<file path="config.mk">
export PLATFORM = sky130hd
export DESIGN_NAME = irq_controller
export DESIGN_NICKNAME = d
export VERILOG_FILES = /design/src/rtl/irq_pkg.sv /design/src/rtl/irq_sync.sv /design/src/rtl/irq_controller.sv
export SDC_FILE = /design/constraint.sdc
export NUM_CORES = 1
export LEC_CHECK = 0
export ABC_CLOCK_PERIOD_IN_PS = 1600
export CELL_PAD_IN_SITES_DETAIL_PLACEMENT = 1
export CELL_PAD_IN_SITES_GLOBAL_PLACEMENT = 1
export CORE_MARGIN = 4
export CORE_UTILIZATION = 45
export DETAILED_ROUTE_END_ITERATION = 12
export DONT_BUFFER_PORTS = 1
export PLACE_DENSITY = 0.82
export SYNTH_ARGS = -nofsm -noshare
export SYNTH_HDL_FRONTEND = slang
export SYNTH_SLANG_ARGS = --single-unit
</file>
<file path="constraint.sdc">
create_clock -name clk -period 1.6 [get_ports clk]
set_clock_uncertainty 0.2 [all_clocks]
set_input_delay 0.4 -clock clk [delete_from_list [all_inputs] [get_ports clk]]
set_output_delay 0.4 -clock clk [all_outputs]
set_load 0.01 [all_outputs]
</file>
<file path="src/rtl/irq_pkg.sv">
// Shared definitions for the interrupt controller.
//   - Register indices for the MemoryUnit register window.
//   - lowest_set(): fixed-priority encoder, index 0 wins.
package irq_pkg;

    localparam logic [1:0] REG_PENDING = 2'd0;
    localparam logic [1:0] REG_ENABLE  = 2'd1;
    localparam logic [1:0] REG_STATUS  = 2'd2;
    localparam logic [1:0] REG_RAISE   = 2'd3;

    // Returns the index of the lowest set bit of v, or 0 when v is all
    // zero (callers qualify the result with |v).
    function automatic logic [4:0] lowest_set(input logic [31:0] v);
        logic [4:0] idx;
        idx = 5'd0;
        for (int i = 31; i >= 0; i--) begin
            if (v[i]) begin
                idx = 5'(i);
            end
        end
        return idx;
    endfunction

endpackage

</file>
<file path="src/rtl/irq_sync.sv">
// One interrupt channel front end: optional polarity inversion, a
// SYNC_STAGES-deep synchroniser and a previous-value flop for rise detect.
// Ports:
//   clk, nreset  clock and asynchronous active-low reset
//   irq_raw      raw source, asynchronous to clk
//   level        synchronised, polarity-corrected level
//   rise         one-cycle pulse on a 0->1 change of level
module irq_sync #(
    parameter int   SYNC_STAGES = 2,
    parameter logic ACTIVE_LOW  = 1'b0
) (
    input  logic clk,
    input  logic nreset,
    input  logic irq_raw,
    output logic level,
    output logic rise
);

    logic [SYNC_STAGES-1:0] sync_q;
    logic                   prev_q;

    always_ff @(posedge clk or negedge nreset) begin
        if (!nreset) begin
            sync_q <= '0;
            prev_q <= 1'b0;
        end else begin
            sync_q <= {sync_q[SYNC_STAGES-2:0], irq_raw ^ ACTIVE_LOW};
            prev_q <= sync_q[SYNC_STAGES-1];
        end
    end

    assign level = sync_q[SYNC_STAGES-1];
    // prev resets to 0, so a source already active at reset release
    // still produces one rise once the synchroniser has filled.
    assign rise  = level & ~prev_q;

endmodule

</file>
<file path="src/rtl/irq_controller.sv">
// Prioritised, maskable interrupt controller.
// Ports:
//   clk, nreset        clock and asynchronous active-low reset
//   irq_in             raw interrupt sources (asynchronous)
//   sel/we/addr/wdata  register access strobe, write enable, index, data
//   rdata              registered read data
//   int_out, int_id    registered request and winning channel to the CPU
//   ack                one-cycle acknowledge of int_id
//
// Handshakes: a register access is a single-cycle sel pulse (we selects
// write); read data appears on rdata the cycle after sel and holds until the
// next read. int_out/int_id form a level request; the CPU answers with a
// one-cycle ack that applies to the int_id shown in that cycle, and ack while
// int_out is low is ignored.
module irq_controller
    import irq_pkg::*;
#(
    parameter int                 NUM_IRQ         = 8,
    parameter int                 SYNC_STAGES     = 2,
    parameter logic [NUM_IRQ-1:0] EDGE_MASK       = '1,
    parameter logic [NUM_IRQ-1:0] ACTIVE_LOW_MASK = '0,
    parameter int                 ID_W            = (NUM_IRQ > 1) ? $clog2(NUM_IRQ) : 1
) (
    input  logic               clk,
    input  logic               nreset,
    input  logic [NUM_IRQ-1:0] irq_in,
    input  logic               sel,
    input  logic               we,
    input  logic [1:0]         addr,
    input  logic [31:0]        wdata,
    output logic [31:0]        rdata,
    output logic               int_out,
    output logic [ID_W-1:0]    int_id,
    input  logic               ack
);

    logic [NUM_IRQ-1:0] sync_level;
    logic [NUM_IRQ-1:0] sync_rise;
    logic [NUM_IRQ-1:0] pending_q, pending_d;
    logic [NUM_IRQ-1:0] enable_q, enable_d;
    logic [NUM_IRQ-1:0] set_vec, clr_vec, req;
    logic [31:0]        rdata_d;
    logic [4:0]         prio_idx;
    logic [ID_W-1:0]    int_id_d;
    logic               wr_en;

    for (genvar g = 0; g < NUM_IRQ; g++) begin : g_chan
        irq_sync #(
            .SYNC_STAGES (SYNC_STAGES),
            .ACTIVE_LOW  (ACTIVE_LOW_MASK[g])
        ) u_sync (
            .clk     (clk),
            .nreset  (nreset),
            .irq_raw (irq_in[g]),
            .level   (sync_level[g]),
            .rise    (sync_rise[g])
        );
    end

    assign wr_en = sel & we;

    // Next pending/enable state. Sets are OR-ed after clears so a rise or
    // RAISE coinciding with an ack or W1C never loses the event. Level
    // channels simply follow their synchronised input.
    always_comb begin
        set_vec  = sync_rise;
        clr_vec  = '0;
        enable_d = enable_q;
        if (ack && int_out) begin
            for (int i = 0; i < NUM_IRQ; i++) begin
                if (int_id == ID_W'(i)) begin
                    clr_vec[i] = 1'b1;
                end
            end
        end
        if (wr_en && (addr == REG_PENDING)) begin
            clr_vec = clr_vec | wdata[NUM_IRQ-1:0];
        end
        if (wr_en && (addr == REG_RAISE)) begin
            set_vec = set_vec | wdata[NUM_IRQ-1:0];
        end
        if (wr_en && (addr == REG_ENABLE)) begin
            enable_d = wdata[NUM_IRQ-1:0];
        end
        pending_d = (EDGE_MASK & ((pending_q & ~clr_vec) | set_vec))
                  | (~EDGE_MASK & sync_level);
    end

    // Output request is computed from the registered pending/enable, so it
    // trails pending by one cycle.
    always_comb begin
        req      = pending_q & enable_q;
        prio_idx = lowest_set(32'(req));
        int_id_d = ID_W'(prio_idx);
    end

    always_comb begin
        rdata_d = '0;
        case (addr)
            REG_PENDING: rdata_d[NUM_IRQ-1:0] = pending_q;
            REG_ENABLE:  rdata_d[NUM_IRQ-1:0] = enable_q;
            REG_STATUS: begin
                rdata_d[31]       = int_out;
                rdata_d[ID_W-1:0] = int_id;
            end
            default:     rdata_d = '0;
        endcase
    end

    always_ff @(posedge clk or negedge nreset) begin
        if (!nreset) begin
            pending_q <= '0;
            enable_q  <= '0;
            int_out   <= 1'b0;
            int_id    <= '0;
            rdata     <= '0;
        end else begin
            pending_q <= pending_d;
            enable_q  <= enable_d;
            int_out   <= |req;
            int_id    <= int_id_d;
            if (sel && !we) begin
                rdata <= rdata_d;
            end
        end
    end

endmodule

</file>
==> impl_metrics.ini <==
[pwr]
ir_worst_vdd_uv = 557
switching_share_pct = 28.2
power.share.clock_pct = 29.6
p_leak_uw = 0.00109
seqPwrFrac_pct = 52.3
fin_total_pwr_uw = 3500
p_int_uw = 2510
pwr-share-comb_pct = 18.2
power.density_nw_per_um2 = 1420
p_sw_uw = 985

[final_layout]
drive_above_1_share_pct = 13.7
multi_input_area_um2 = 761
area_growth_syn_to_layout_pct = 11.6
fill_cells = 504
nets = 250
seqCellArea_um2 = 1330
final_cells = 271
final_cell_mix = dfrtp_1 (51), conb_1 (23), nand2_1 (22)
final_common_cell = dfrtp_1
antenna_cells = 0
fin_area_um2 = 2450

[clock_network]
postCtsHoldBufs = 9
clock_path_buffers = 2
clk_latency_ns = 0.30
clock_sinks = 53
h-tree-depth = 2
cts_tree = yes
cts-root-buf = clkbuf_8
cts_buffers = 5
path_clk_slew_ns = 0.09

[timing]
hold_viol_final = 53
tns_ns = 0
min_period_ns = 1.55
whs_ns = -0.420
setup_viol = 0
clock.fmax_mhz = 645
slew_headroom_pct = 55.8
slew_violations = 0
max_slew.worst_pin.slew_ns = 0.661
rsz0062_at_grt = false
min_period_over_period_pct = 97.0

[setup_path]
cp_max_fo = 4
path_class = flop to flop
path_cells = nand3b_1 -> nor3_1 -> a21oi_1 -> a221o_1
required_ns = 1.59
crit_path_top_delay_cell = dfrtp_1
crit_path_end_kind = flop
cp_top_family = simple AND/OR/NAND/NOR gates
crit_buf_inv = 0
worst_ep_arrival_time_ns = 1.54
max_stage_delay_ns = 0.43
cp-start-kind = flop

[route]
drt-total-wl_um = 4200
viasPerCell = 4.93
drc_errors = 0
wl_per_cell_um = 15.5
route.vias.total = 1335
dr.first_iter.drc_count = 66
dr.pass1.iters = 4
drtAntennaViolNets = 0

[global_routing]
grt_pass1_wl_um = 7000
grt.overflow.total = 0
grt_pass1_vias = 1401
grt_max_degree = 54
grt_usage_pct = 15.0
antenna_found_initial = 0

[yosys]
netlist_area_um2 = 2200
yosys.area.top_type = dfrtp_1
netlist_top_cells_area = dfrtp_1 (60%), buf_4 (8.2%), mux2_2 (4.1%)
synth_top_cell_area_share_pct = 60.3
yosysWarnings = 0
synth.avg_cell_area_um2 = 11.9
syn-instance-count = 185
synth_cell_type_count = 28
seq_area_frac_synth_pct = 60.3
ys_ff_latch = 53

[place]
gp_congestion = 0.803
dp_hpwl_um = 3090
dp_cells = 254
dpl_cell_area_um2 = 2230
place.port_buffers = 0

[job]
drv_cap = 0

[outcome]
outcome = complete, but fails checks
violations = negative hold slack

[floorplanning]
core_um2 = 4720
io_pins = 83
die_h_um = 77.9
die_area_um2 = 6070
initial_core_util_pct = 46.6
die_w_um = 77.9
row_count = 25

[min_path]
hp-class = input port to async pin
-- worst paths after layout --
path                                             from                    endpoint  slack, ns  cells past startpoint
setup reg to reg                            int_id[0]                pending_q[0]       0.05                      4
min in group clk                              addr[1]                   rdata[31]       0.03                      2
hold / removal                                 nreset                    rdata[4]      -0.42                      0
max in group asynchronous                      nreset                pending_q[1]       1.51                      0
hold reg to reg            g_chan[1].u_sync.sync_q[0]  g_chan[1].u_sync.sync_q[1]       0.15                      0
setup / recovery                            int_id[0]                pending_q[0]       0.05                      4
-- worst register-to-register path, delay by kind of cell, from the launching register on --
kind,cells,cell delay (ns)
AOI/OAI and AO/OA,2,0.36
DFF,1,0.43
and+or+nand+nor,2,0.46
-- through the flow --
stage	utilization, %	setup slack (ns)
after global routing	52.0	0.000264
after CTS	51.9	0.0291
after detailed placement	47.2	0.0257
after floorplan	-	0.0370
after global placement	47.2	0.0757
final	52.0	0.0485
-- layer usage --
metal	up-vias	share of wire, %	track usage [%]
li1	628	-	-
met1	660	40	17.7
met2	42	52	25.6
met3	5	6.5	5.34
met4	0	1.2	4.72
met5	-	0	0
-- flip-flops by register name, indices dropped and copies added, names as in the netlist --
signal	flops
g_chan.u_sync.sync_q	16
rdata	9
enable_q	8
g_chan.u_sync.prev_q	8
pending_q	8
int_id	3
int_out	1
-- area by class of cell --
class                           instances  share of cell area, %
Multi-Input combinational cell        128                   31.0
Tap cell                               67                   3.41
Clock inverter                          3                   2.65
Clock buffer                            5                   2.80
Sequential cell                        53                   54.1
Timing Repair Buffer                   15                   6.01
-- cells in the mapped netlist (all sizes together) --
cell type  instances
nand2b             3
nor2b              8
nor3               3
a32o               1
a222oi             1
nor3b              1
conb               1
mux2               8
dfrtp             53
and2b              1
nand3b             1
nand3              4
nand4              1
mux2i              8
o31ai              1
and4               1
o21ai              8
a221o              8
a22oi              1
or2                1
buf               25
a21oi             12
nand2             22
nor2              11
clkbuf             1
-- logic make-up after synthesis --
kind of cell	synth area share [%]
and+or+nand+nor	13.1
muxes	7.74
other	0.170
buffers and inverters	8.87
DFF	60.3
AOI/OAI and AO/OA	9.78
-- what timing repair did --
action,in CTS,in global routing
hold endpoints to repair,62,53
buffers inserted,0,0
setup endpoints to repair,0,2
resized for setup,0,2
-- power groups by stage --
| stage | clock [µW] | combinational (µW) | sequential [µW] |
|---|---|---|---|
| after floorplan | 0 | 484 | 1790 |
| after global placement | 0 | 570 | 1840 |
| after detailed placement | 0 | 608 | 1850 |
| after CTS | 1070 | 639 | 1820 |
| after global routing | 1130 | 704 | 1870 |
| final | 1030 | 635 | 1830 |
Note: power is estimated with default switching activity, not from simulation.
